## src/rtl/dct_pkg.sv

```systemverilog
// Shared constants and sample type for the DCT input stage, DCT core and quantizer.
package dct_pkg;

    localparam int unsigned PIX_WIDTH            = 8;
    localparam int unsigned DATA_IN_SIGNED_WIDTH = PIX_WIDTH + 1;
    localparam int unsigned LEVEL_SHIFT          = 1 << (PIX_WIDTH - 1);
    localparam int unsigned DCT_N                = 8;
    localparam int unsigned IDX_WIDTH            = $clog2(DCT_N);

    typedef logic signed [DATA_IN_SIGNED_WIDTH-1:0] dct_sample_t;

    // Unsigned pixel to signed sample centred on zero; the result always fits, so no saturation.
    function automatic dct_sample_t level_shift(input logic [PIX_WIDTH-1:0] pix);
        return dct_sample_t'({1'b0, pix}) - dct_sample_t'(LEVEL_SHIFT);
    endfunction

endpackage

```

## src/rtl/dct_row_loader_if.sv

```systemverilog
// Pixel-in / row-out bundle of the DCT row loader.
interface dct_row_loader_if;
    import dct_pkg::*;

    logic                 pix_valid;
    logic [PIX_WIDTH-1:0] pix_in;
    logic                 pix_sol;
    logic                 pix_ready;

    dct_sample_t          data_out0;
    dct_sample_t          data_out1;
    dct_sample_t          data_out2;
    dct_sample_t          data_out3;
    dct_sample_t          data_out4;
    dct_sample_t          data_out5;
    dct_sample_t          data_out6;
    dct_sample_t          data_out7;
    logic                 vec_valid;
    logic                 vec_ready;
    logic                 row_err;

    // Pixel producer and row consumer side.
    modport master (
        output pix_valid, pix_in, pix_sol, vec_ready,
        input  pix_ready, vec_valid, row_err,
        input  data_out0, data_out1, data_out2, data_out3,
        input  data_out4, data_out5, data_out6, data_out7
    );

    // Loader side.
    modport slave (
        input  pix_valid, pix_in, pix_sol, vec_ready,
        output pix_ready, vec_valid, row_err,
        output data_out0, data_out1, data_out2, data_out3,
        output data_out4, data_out5, data_out6, data_out7
    );

endinterface

```

## src/rtl/dct_row_bank.sv

```systemverilog
// One row of DCT_N samples: indexed write port, all entries readable in parallel.
module dct_row_bank
    import dct_pkg::*;
(
    input  logic                 clk,
    input  logic                 rst_n,
    input  logic                 wr_en,
    input  logic [IDX_WIDTH-1:0] wr_idx,
    input  dct_sample_t          wr_data,
    output dct_sample_t          rd_data [DCT_N]
);

    dct_sample_t mem_q [DCT_N];
    dct_sample_t mem_d [DCT_N];

    // Next contents: a single indexed write per cycle.
    always_comb begin
        mem_d = mem_q;
        if (wr_en) begin
            mem_d[wr_idx] = wr_data;
        end
    end

    // Sample storage, cleared on reset.
    always_ff @(posedge clk or negedge rst_n) begin
        if (!rst_n) begin
            for (int i = 0; i < int'(DCT_N); i++) begin
                mem_q[i] <= '0;
            end
        end else begin
            mem_q <= mem_d;
        end
    end

    assign rd_data = mem_q;

endmodule

```

## src/rtl/dct_row_loader.sv

```systemverilog
// Level-shifts a pixel stream and hands out complete rows of 8 signed samples from a ping-pong buffer.
module dct_row_loader
    import dct_pkg::*;
(
    input  logic              clk,
    input  logic              rst_n,
    dct_row_loader_if.slave   bus
);

    logic [1:0]           full_q,    full_d;
    logic                 wr_bank_q, wr_bank_d;
    logic                 rd_bank_q, rd_bank_d;
    logic [IDX_WIDTH-1:0] wr_idx_q,  wr_idx_d;
    logic                 row_err_q, row_err_d;

    logic                 pix_ready_c;
    logic                 vec_valid_c;
    logic                 pix_accept_c;
    logic                 row_take_c;
    logic                 sol_restart_c;
    logic [IDX_WIDTH-1:0] wr_ptr_c;
    dct_sample_t          wr_sample_c;

    dct_sample_t          bank0_rd [DCT_N];
    dct_sample_t          bank1_rd [DCT_N];
    dct_sample_t          data_sel [DCT_N];

    // Handshake decode; ready/valid are straight decodes of the full flags.
    always_comb begin
        pix_ready_c   = !full_q[wr_bank_q];
        vec_valid_c   = full_q[rd_bank_q];
        pix_accept_c  = bus.pix_valid && pix_ready_c;
        row_take_c    = vec_valid_c && bus.vec_ready;
        sol_restart_c = pix_accept_c && bus.pix_sol && (wr_idx_q != '0);
        wr_ptr_c      = sol_restart_c ? '0 : wr_idx_q;
        wr_sample_c   = level_shift(bus.pix_in);
    end

    // Pointer and flag update; take and completion always address different banks.
    always_comb begin
        full_d    = full_q;
        wr_bank_d = wr_bank_q;
        rd_bank_d = rd_bank_q;
        wr_idx_d  = wr_idx_q;
        row_err_d = sol_restart_c;

        if (row_take_c) begin
            full_d[rd_bank_q] = 1'b0;
            rd_bank_d         = !rd_bank_q;
        end

        if (pix_accept_c) begin
            if (sol_restart_c) begin
                // Restart the row: this pixel becomes sample 0, the partial row is dropped.
                wr_idx_d = IDX_WIDTH'(1);
            end else if (wr_idx_q == IDX_WIDTH'(DCT_N - 1)) begin
                full_d[wr_bank_q] = 1'b1;
                wr_bank_d         = !wr_bank_q;
                wr_idx_d          = '0;
            end else begin
                wr_idx_d = wr_idx_q + IDX_WIDTH'(1);
            end
        end
    end

    // Control state registers.
    always_ff @(posedge clk or negedge rst_n) begin
        if (!rst_n) begin
            full_q    <= '0;
            wr_bank_q <= 1'b0;
            rd_bank_q <= 1'b0;
            wr_idx_q  <= '0;
            row_err_q <= 1'b0;
        end else begin
            full_q    <= full_d;
            wr_bank_q <= wr_bank_d;
            rd_bank_q <= rd_bank_d;
            wr_idx_q  <= wr_idx_d;
            row_err_q <= row_err_d;
        end
    end

    dct_row_bank u_bank0 (
        .clk     (clk),
        .rst_n   (rst_n),
        .wr_en   (pix_accept_c && !wr_bank_q),
        .wr_idx  (wr_ptr_c),
        .wr_data (wr_sample_c),
        .rd_data (bank0_rd)
    );

    dct_row_bank u_bank1 (
        .clk     (clk),
        .rst_n   (rst_n),
        .wr_en   (pix_accept_c && wr_bank_q),
        .wr_idx  (wr_ptr_c),
        .wr_data (wr_sample_c),
        .rd_data (bank1_rd)
    );

    // Read-bank select: register outputs through a mux, no arithmetic.
    always_comb begin
        for (int k = 0; k < int'(DCT_N); k++) begin
            data_sel[k] = rd_bank_q ? bank1_rd[k] : bank0_rd[k];
        end
    end

    assign bus.pix_ready = pix_ready_c;
    assign bus.vec_valid = vec_valid_c;
    assign bus.row_err   = row_err_q;
    assign bus.data_out0 = data_sel[0];
    assign bus.data_out1 = data_sel[1];
    assign bus.data_out2 = data_sel[2];
    assign bus.data_out3 = data_sel[3];
    assign bus.data_out4 = data_sel[4];
    assign bus.data_out5 = data_sel[5];
    assign bus.data_out6 = data_sel[6];
    assign bus.data_out7 = data_sel[7];

endmodule

```

## src/flat_wrapper.sv

```systemverilog
// flat-port wrapper written by rule: the top's interface ports become plain ports
module dct_row_loader_flat import dct_pkg::*;
  (clk, rst_n, bus_pix_valid, bus_pix_in, bus_pix_sol, bus_vec_ready, bus_pix_ready, bus_vec_valid, bus_row_err, bus_data_out0, bus_data_out1, bus_data_out2, bus_data_out3, bus_data_out4, bus_data_out5, bus_data_out6, bus_data_out7);
  dct_row_loader_if bus_i ();
  input  logic clk;
  input  logic rst_n;
  input wire logic [$bits(bus_i.pix_valid)-1:0] bus_pix_valid;
  input wire logic [$bits(bus_i.pix_in)-1:0] bus_pix_in;
  input wire logic [$bits(bus_i.pix_sol)-1:0] bus_pix_sol;
  input wire logic [$bits(bus_i.vec_ready)-1:0] bus_vec_ready;
  output wire logic [$bits(bus_i.pix_ready)-1:0] bus_pix_ready;
  output wire logic [$bits(bus_i.vec_valid)-1:0] bus_vec_valid;
  output wire logic [$bits(bus_i.row_err)-1:0] bus_row_err;
  output wire logic [$bits(bus_i.data_out0)-1:0] bus_data_out0;
  output wire logic [$bits(bus_i.data_out1)-1:0] bus_data_out1;
  output wire logic [$bits(bus_i.data_out2)-1:0] bus_data_out2;
  output wire logic [$bits(bus_i.data_out3)-1:0] bus_data_out3;
  output wire logic [$bits(bus_i.data_out4)-1:0] bus_data_out4;
  output wire logic [$bits(bus_i.data_out5)-1:0] bus_data_out5;
  output wire logic [$bits(bus_i.data_out6)-1:0] bus_data_out6;
  output wire logic [$bits(bus_i.data_out7)-1:0] bus_data_out7;
  assign bus_i.pix_valid = bus_pix_valid;
  assign bus_i.pix_in = bus_pix_in;
  assign bus_i.pix_sol = bus_pix_sol;
  assign bus_i.vec_ready = bus_vec_ready;
  assign bus_pix_ready = bus_i.pix_ready;
  assign bus_vec_valid = bus_i.vec_valid;
  assign bus_row_err = bus_i.row_err;
  assign bus_data_out0 = bus_i.data_out0;
  assign bus_data_out1 = bus_i.data_out1;
  assign bus_data_out2 = bus_i.data_out2;
  assign bus_data_out3 = bus_i.data_out3;
  assign bus_data_out4 = bus_i.data_out4;
  assign bus_data_out5 = bus_i.data_out5;
  assign bus_data_out6 = bus_i.data_out6;
  assign bus_data_out7 = bus_i.data_out7;
  dct_row_loader u_core (.clk(clk), .rst_n(rst_n), .bus(bus_i));
endmodule
```

## config.mk

```make
export PLATFORM = sky130hd
export DESIGN_NAME = dct_row_loader_flat
export DESIGN_NICKNAME = d
export VERILOG_FILES = /design/src/rtl/dct_pkg.sv /design/src/rtl/dct_row_loader_if.sv /design/src/rtl/dct_row_bank.sv /design/src/rtl/dct_row_loader.sv /design/src/flat_wrapper.sv
export SDC_FILE = /design/constraint.sdc
export NUM_CORES = 1
export LEC_CHECK = 0
export ABC_AREA = 1
export CORE_ASPECT_RATIO = 1.75
export CORE_MARGIN = 2
export CORE_UTILIZATION = 57
export CTS_BUF_LIST = sky130_fd_sc_hd__clkbuf_4 sky130_fd_sc_hd__clkbuf_8
export DETAILED_ROUTE_END_ITERATION = 10
export GPL_TIMING_DRIVEN = 0
export HOLD_SLACK_MARGIN = 0.03
export PLACE_DENSITY = 0.82
export SYNTH_ARGS = -nofsm -noshare
export SYNTH_HDL_FRONTEND = slang
export SYNTH_SLANG_ARGS = --single-unit
```

## constraint.sdc

```tcl
create_clock -name clk -period 3.15 [get_ports clk]
set_input_delay 0.63 -clock clk [delete_from_list [all_inputs] [get_ports clk]]
set_output_delay 0.63 -clock clk [all_outputs]
set_load 0.01 [all_outputs]
```

==> results.txt, run 1 <==
----------------------------------------------------
[Run status]
  Outcome ... complete, no violations

[Floorplanning]
  Width of the die ... between 80 and 90 um
  Core region area ... 11520 um2
  Number of top-level pins ... between 80 and 90
  Die Span Y ... around 150 um
  Overall die area ... 12660 um2
  Site row count ... 52
  Initial core utilization ... about three fifths

[Detailed routing]
  Average vias per placed instance ... between 5 and 6
  Met3 wirelength from detailed routing ... 834 um
  Post-Route M1 WL ... between 6 and 7 mm
  Number of nets with antenna violations after detailed routing ... 0
  Routed wire length per instance ... around 16 um
  Via Count ... ~6000
  Initial DRT Pass Iterations ... 4
  WL final ... 17.48 mm
  Uppermost metal layer occupied by signal nets ... met4
  WL met2 ... 9.394 mm
  Final routed DRC violation total ... 0
  Initial drt markers ... 424

[Clocking]
  Insertion delay of the later-clocked pin in the worst-skew pair ... around 0.43 ns
  Clock-pin slew on the worst setup and hold paths ... approximately 0.070 ns
  # resized after CTS ... 6
  Post-CTS setup buffer count ... 0
  CTS tree ... yes
  Hold buffer count at CTS ... 0
  Number of buffers created by CTS ... 17
  TritonCTS sink count ... roughly 140
  Maximum clock path buffer count ... 2
  Clock root cell ... sky130_fd_sc_hd__clkbuf_8
  H-tree levels ... 4

[Yosys]
  Total number of yosys warnings ... 0
  Count leader, synth ... sky130_fd_sc_hd__nand2_1
  Share of async-settable or async-resettable flops after synthesis ... 100.0%
  Post-synthesis simple-gate area fraction ... 39.51%
  Main combinational cell family by area after synthesis ... simple AND/OR/NAND/NOR gates
  Synthesized-area fraction occupied by adder cells ... 0.5610%
  Commonest register cell after synthesis ... sky130_fd_sc_hd__dfrtp_1
  Library cell occupying the most area in the post-synthesis netlist ... sky130_fd_sc_hd__dfrtp_1
  Area share of xor/xnor cells in the synthesized design ... 0.1309%
  Net Count, Synth ... around 870
  Share of the synthesized area in compound gates (AO/OA/AOI/OAI) ... about 3.0%
  Unique masters post-synth ... 23
  Commonest cells in the synthesized netlist ... sky130_fd_sc_hd__nand2_1 (490), sky130_fd_sc_hd__dfrtp_1 (136), sky130_fd_sc_hd__o21ai_0 (40)
  Number of synthesized register bits ... 136
  Post-synth EDFFs ... 0
  Sequential fraction of the synthesis area ... 50.86%
  Mapped cell area ... 6691 um2
  Yosys top cell area share ... between 50% and 60%
  Top post-synthesis cells by area ... sky130_fd_sc_hd__dfrtp_1 (51%), sky130_fd_sc_hd__nand2_1 (27%), sky130_fd_sc_hd__nand4_1 (3.3%)
  Average cell area after synthesis ... just under 8 um2
  Synthesized instance count ... approximately 860
  Fraction of synthesized area in multiplexers ... 0%

[GRT]
  Global-route wire length before repair ... 28.11 mm
  Initial antenna violation count ... 0
  Grt total ovfl ... 0
  Maximum number of pins on one net before global-route repair ... 80
  Via count of the first global-routing pass ... about 5500
  Aggregate global-route resource usage ... roughly 29%

[Placement]
  Routability-driven placement congestion ratio ... slightly below 0.9
  Port buffer count ... 80
  Count of placed standard cells including taps ... 1071
  Detailed placement HPWL ... 12.35 mm

[Cells and area]
  Final nets ... approximately 970
  Synth-to-Final Area Change ... 21.28%
  Multi-input logic area ... 2890 um2
  Fraction of final layout cells sized beyond drive strength 1 ... a little under an eighth
  Filler cell count in the final layout ... 932
  Ant diodes ... 0
  Final Instance Count excl. Fillers ... approximately 1100
  Share of the core filled with cells in the final layout ... 70.47%
  Area taken by flip-flops and latches ... 3403 um2

[Critical path]
  Kind of capture point of the worst setup path ... primary output
  Type of the setup path with the least slack ... register to primary output
  Most frequent cell on the critical path ... sky130_fd_sc_hd__nand2_1
  CP Cell Sequence ... clkbuf_2 -> clkbuf_1 -> nand2_1 -> nand2_1 -> buf_4 -> clkdlybuf4s50_1
  Required time worst endpoint ... between 2 and 3 ns
  Critical path's largest stage delay ... 0.52 ns
  Arrival time at the worst endpoint ... about 2.4 ns
  Highest-delay cell along the critical path ... sky130_fd_sc_hd__clkdlybuf4s50_1
  CP Launch Type ... register
  Biggest fanout along the worst timing path ... 10

[STA]
  Pins over their slew limit ... 0
  Peak Freq ... ~330 MHz
  Tightest Pin Transition ... about 0.72 ns
  Final hold violation count ... 0
  RSZ-0062 raised after global routing ... no
  Clock period minus final worst setup slack ... between 3 and 4 ns
  Share of the cycle needed by the critical path after routing ... between 90 and 100%
  Number of setup violations in the final report ... 0
  Clock Skews ... roughly 0.0082 ns
  Final-layout setup total negative slack ... 0 ns
  Max-slew headroom at the worst pin ... between 50% and 60%

[Pwr]
  Worst ir drop on vdd ... 0.0005564 V
  Leakage power summed over all cells ... 4.361 nW
  Power per Cell Area ... slightly above 1000 nW/um2

[Hold path]
  Path class of the lowest-slack min-delay path ... input port to asynchronous set/reset pin

[Flow run]
  Max_cap viols ... 0

----------------------------------------------------
path summary, 6_finish.rpt:
path | from | to | slack [ns] | depth (start not counted)
max | u_core.rd_bank_q | bus_data_out3[8] | 0.15 | 6
min in group clk | u_core.u_bank1.rd_data[50] | u_core.u_bank1.rd_data[50] | 0.47 | 2
min | rst_n | u_core.u_bank1.rd_data[46] | 0.23 | 1
max reg2reg | u_core.wr_idx_q[0] | u_core.u_bank0.rd_data[61] | 0.30 | 11
min reg2reg | u_core.u_bank1.rd_data[50] | u_core.u_bank1.rd_data[50] | 0.47 | 2
max in group asynchronous | rst_n | u_core.u_bank0.rd_data[70] | 2.18 | 2
layer usage:
metal	GRT usage, %	vias to the layer above
li1	-	2878
met1	34.05	2756
met2	50.89	207
met3	4.438	45
met4	13.97	0
met5	0	-
per-stage QoR:
stage	cell area (um2)	power [mW]	setup WS (ns)	hold slack [ns]
finish	8115	8.350	0.1487	0.2265
detailed placement	7690	6.842	0.2533	0.4585
floorplan	6691	5.122	0.8463	0.3344
CTS	8112	8.364	0.06010	0.2459
global placement	7661	6.736	-3.882	0.4534
global route	8115	8.906	0.01330	0.2695
registers in the layout, indices dropped and copies added, names as in the netlist:
signal / flops
u_core.rd_bank_q: 1
u_core.u_bank1.rd_data: 64
u_core.wr_bank_q: 1
u_core.bus.row_err: 1
u_core.wr_idx_q: 3
u_core.full_q: 2
u_core.u_bank0.rd_data: 64
layout make-up:
| type | count | area share [%] |
|---|---|---|
| Clock buffer | 23 | 3.592 |
| Sequential cell | 136 | 41.94 |
| Inverter | 16 | 0.7401 |
| Timing Repair Buffer | 81 | 10.22 |
| Buffer | 60 | 4.302 |
| Tap cell | 135 | 2.081 |
| Multi-Input combinational cell | 643 | 35.62 |
| Clock inverter | 9 | 1.511 |
report_power, final:
group | total [mW] | internal (mW) | switching (mW)
clock network | 1.50 | 0.854 | 0.650
logic | 3.99 | 1.73 | 2.26
registers | 2.85 | 2.46 | 0.393
layout by cell type, fill, tap and decap left out:
cell type,count
sky130_fd_sc_hd__nor2_4,9
sky130_fd_sc_hd__nand4_4,1
sky130_fd_sc_hd__nand2_4,5
sky130_fd_sc_hd__nor2_8,3
sky130_fd_sc_hd__nand3_2,4
sky130_fd_sc_hd__dfrtp_1,136
sky130_fd_sc_hd__buf_2,14
sky130_fd_sc_hd__buf_1,1
sky130_fd_sc_hd__nand4_2,2
sky130_fd_sc_hd__ha_1,3
sky130_fd_sc_hd__xor2_1,1
sky130_fd_sc_hd__buf_16,1
sky130_fd_sc_hd__bufinv_16,3
sky130_fd_sc_hd__nand4_1,35
sky130_fd_sc_hd__clkinvlp_4,1
sky130_fd_sc_hd__nand2_1,490
sky130_fd_sc_hd__clkbuf_4,4
sky130_fd_sc_hd__inv_1,14
sky130_fd_sc_hd__inv_2,2
sky130_fd_sc_hd__nand3_1,36
sky130_fd_sc_hd__clkinv_2,5
sky130_fd_sc_hd__nand2_2,8
sky130_fd_sc_hd__clkdlybuf4s50_1,79
sky130_fd_sc_hd__clkbuf_2,7
sky130_fd_sc_hd__o21ai_0,40
sky130_fd_sc_hd__nor2_2,5
sky130_fd_sc_hd__buf_4,16
sky130_fd_sc_hd__buf_6,6
sky130_fd_sc_hd__clkbuf_8,19
sky130_fd_sc_hd__clkbuf_1,17
sky130_fd_sc_hd__nand2_8,1
cells by family (layout without fill, tap and decap cells):
group                    count (synthesis)  in the layout
AND/OR/NAND/NOR                        599            599
flip-flops                             136            136
buffers and inverters                   76            189
AO/OA/AOI/OAI                           40             40
adder cells (fa/ha/maj)                  3              3
XOR/XNOR                                 1              1
worst max-delay path: cells and delay by family, from the launching register on:
kind | cells | cell delay [ns]
buffers and inverters | 4 | 1.34
flip-flops | 1 | 0.39
AND/OR/NAND/NOR | 2 | 0.20
No activity file was read; power rests on OpenSTA's default activity.
==> run 2, diff against run 1 <==
--- a/config.mk
+++ b/config.mk
@@ -11,9 +11,11 @@
 export CORE_UTILIZATION = 57
 export CTS_BUF_LIST = sky130_fd_sc_hd__clkbuf_4 sky130_fd_sc_hd__clkbuf_8
 export DETAILED_ROUTE_END_ITERATION = 10
+export GPL_ROUTABILITY_DRIVEN = 0
 export GPL_TIMING_DRIVEN = 0
 export HOLD_SLACK_MARGIN = 0.03
-export PLACE_DENSITY = 0.82
+export PLACE_DENSITY = 0.92
+export SLEW_MARGIN = 40
 export SYNTH_ARGS = -nofsm -noshare
 export SYNTH_HDL_FRONTEND = slang
 export SYNTH_SLANG_ARGS = --single-unit
==> results.txt, run 2 (synthesis results as in run 1) <==
----------------------------------------------------
[Run status]
  Outcome ... complete, no violations

[STA]
  Clock Skews ... 0.009410 ns (+0.001208 ns)
  Final-layout setup total negative slack ... 0 ns (unchanged)
  RSZ-0062 raised after global routing ... no
  Peak Freq ... 329.5 MHz (-1.1%)
  Max-slew headroom at the worst pin ... 58.92% (+7.1 points)
  Clock period minus final worst setup slack ... 3.034 ns (+0.03316 ns)
  Share of the cycle needed by the critical path after routing ... 96.33% (+1.1 points)
  Tightest Pin Transition ... 0.6161 ns (-0.1059 ns)
  Final hold violation count ... 0 (unchanged)
  Number of setup violations in the final report ... 0 (unchanged)
  Pins over their slew limit ... 0 (unchanged)

[Clocking]
  Insertion delay of the later-clocked pin in the worst-skew pair ... 0.46 ns (+0.03 ns)
  Hold buffer count at CTS ... 0 (unchanged)
  Maximum clock path buffer count ... 2 (unchanged)
  Post-CTS setup buffer count ... 0 (unchanged)
  Number of buffers created by CTS ... 17 (unchanged)
  TritonCTS sink count ... 136 (unchanged)
  H-tree levels ... 4 (unchanged)
  Clock root cell ... sky130_fd_sc_hd__clkbuf_8
  CTS tree ... yes
  Clock-pin slew on the worst setup and hold paths ... 0.08 ns (about the same)

[Detailed routing]
  Average vias per placed instance ... 5.704 (+6.9%)
  Via Count ... 6292 (+6.9%)
  Final routed DRC violation total ... 0 (unchanged)
  Routed wire length per instance ... 17.02 um (+7.4%)
  Initial drt markers ... 553 (+30%)
  WL final ... 18.78 mm (+7.4%)
  Number of nets with antenna violations after detailed routing ... 0 (unchanged)
  Initial DRT Pass Iterations ... 5 (+1)

[Floorplanning]
  Width of the die ... 85.91 um (unchanged)
  Number of top-level pins ... 88 (unchanged)
  Core region area ... 11520 um2 (unchanged)
  Die Span Y ... 147.3 um (unchanged)
  Overall die area ... 12660 um2 (unchanged)
  Initial core utilization ... 58.11% (unchanged)
  Site row count ... 52 (unchanged)

[Cells and area]
  Ant diodes ... 0 (unchanged)
  Fraction of final layout cells sized beyond drive strength 1 ... 12.09% (+0.10 points)
  Final Instance Count excl. Fillers ... 1103 (unchanged)
  Synth-to-Final Area Change ... 21.39% (about the same)
  Post-Layout Inst Area ... 8123 um2 (about the same)
  Most common cell after layout, fill and taps aside ... sky130_fd_sc_hd__nand2_1
  Commonest non-fill, non-tap cells in the layout ... sky130_fd_sc_hd__nand2_1 (490), sky130_fd_sc_hd__dfrtp_1 (136), sky130_fd_sc_hd__clkdlybuf4s50_1 (79)
  Final nets ... 971 (unchanged)
  Filler cell count in the final layout ... 864 (-7.3%)
  Share of the core filled with cells in the final layout ... 70.53% (about the same)

[GRT]
  Via count of the first global-routing pass ... 6329 (+14%)
  Maximum number of pins on one net before global-route repair ... 74 (-7.5%)
  Initial antenna violation count ... 0 (unchanged)
  Aggregate global-route resource usage ... 31.27% (+2.3 points)
  Grt total ovfl ... 0 (unchanged)
  Global-route wire length before repair ... 30.52 mm (+8.6%)

[Pwr]
  Fraction of power consumed by the clock network ... 17.9% (about the same)
  Leakage power summed over all cells ... 4.357 nW (about the same)
  Switching part of the total ... 40.74% (+1.2 points)
  Worst ir drop on vdd ... 0.0005545 V (-0.34%)
  Internal cell power ... 5.016 mW (-0.62%)
  Power per Cell Area ... 1042 nW/um2 (+1.3%)
  Sequential fraction of design power ... 33.9% (-0.3 points)
  Portion of total power attributed to combinational logic ... 48.1% (+0.3 points)
  Power spent charging and discharging nets ... 3.448 mW (+4.4%)

[Flow run]
  Max_cap viols ... 0 (unchanged)

[Critical path]
  Required time worst endpoint ... 2.52 ns (about the same)
  Arrival time at the worst endpoint ... 2.40 ns (+0.03 ns)
  Type of the setup path with the least slack ... register to primary output
  CP Launch Type ... register
  Biggest fanout along the worst timing path ... 10 (unchanged)
  Kind of capture point of the worst setup path ... primary output

[Hold path]
  Path class of the lowest-slack min-delay path ... input port to asynchronous set/reset pin

[Placement]
  Count of placed standard cells including taps ... 1071 (unchanged)
  Port buffer count ... 80 (unchanged)
  Standard cell area after detailed placement ... 7694 um2 (about the same)
  Detailed placement HPWL ... 12.80 mm (+3.6%)

----------------------------------------------------
==> run 2: area by class of cell <==
cell class / instances / area, um2 / share of cell area, %
inverter: 16 / 60.06 / 0.7394
tap: 135 / 168.9 / 2.079
sequential: 136 / 3403 / 41.90
clock inverter: 12 / 151.4 / 1.864
multi-input combinational: 643 / 2890 / 35.58
buffer: 60 / 352.8 / 4.344
timing repair buffer: 81 / 833.3 / 10.26
clock buffer: 20 / 262.8 / 3.235
==> run 2: timing repair <==
item | in CTS | in global routing
endpoints found under the setup margin | 50 | 4
pin swaps | 0 | 0
hold endpoints to repair | 0 | 0
gates resized for setup | 7 | 8
==> run 2: critical path, cell delays in order, from the launching register on <==
cell	delay, ns
sky130_fd_sc_hd__dfrtp_1	0.41
sky130_fd_sc_hd__clkbuf_2	0.30
sky130_fd_sc_hd__clkbuf_1	0.41
sky130_fd_sc_hd__nand2_1	0.10
sky130_fd_sc_hd__nand2_1	0.11
sky130_fd_sc_hd__buf_4	0.10
sky130_fd_sc_hd__clkdlybuf4s50_1	0.51
==> run 2: layer usage <==
layer / track usage (%) / vias up / wire length (um)
met4: 17.86 / 0 / 1008
met5: 0 / - / 0
met1: 35.22 / 2991 / 6619
met3: 6.011 / 88 / 1225
met2: 54.15 / 334 / 9925
li1: - / 2879 / -
==> run 2: metrics by stage <==
stage	hold slack, ns	power (mW)	worst slack (ns)
finish	0.08700	8.463	0.1155
global route	0.1178	8.972	0.004145
CTS	0.1164	8.409	0.08245
detailed placement	0.4583	6.876	0.2153
global placement	0.4532	6.735	-3.805
floorplan	0.3344	5.122	0.8463
==> run 2: power by group through the flow <==
stage                     sequential, mW  combinational (mW)  clock, mW
after floorplan                     2.78                2.34          0
after global placement              2.84                3.89          0
after detailed placement            2.87                4.00          0
after CTS                           2.85                4.05       1.51
after global routing                2.94                4.44       1.59
final                               2.87                4.08       1.52
==> run 2: worst paths after layout <==
path                                            startpoint  cells past startpoint  slack (ns)                          to
worst max-delay path                      u_core.rd_bank_q                      6        0.12            bus_data_out6[8]
worst min-delay path                                 rst_n                      1        0.09  u_core.u_bank1.rd_data[40]
worst max register to register          u_core.wr_idx_q[0]                     11        0.27  u_core.u_bank0.rd_data[55]
worst min register to register  u_core.u_bank1.rd_data[42]                      2        0.48  u_core.u_bank1.rd_data[42]
max in group asynchronous                            rst_n                      2        2.34  u_core.u_bank0.rd_data[16]
min in group clk                u_core.u_bank1.rd_data[42]                      2        0.48  u_core.u_bank1.rd_data[42]
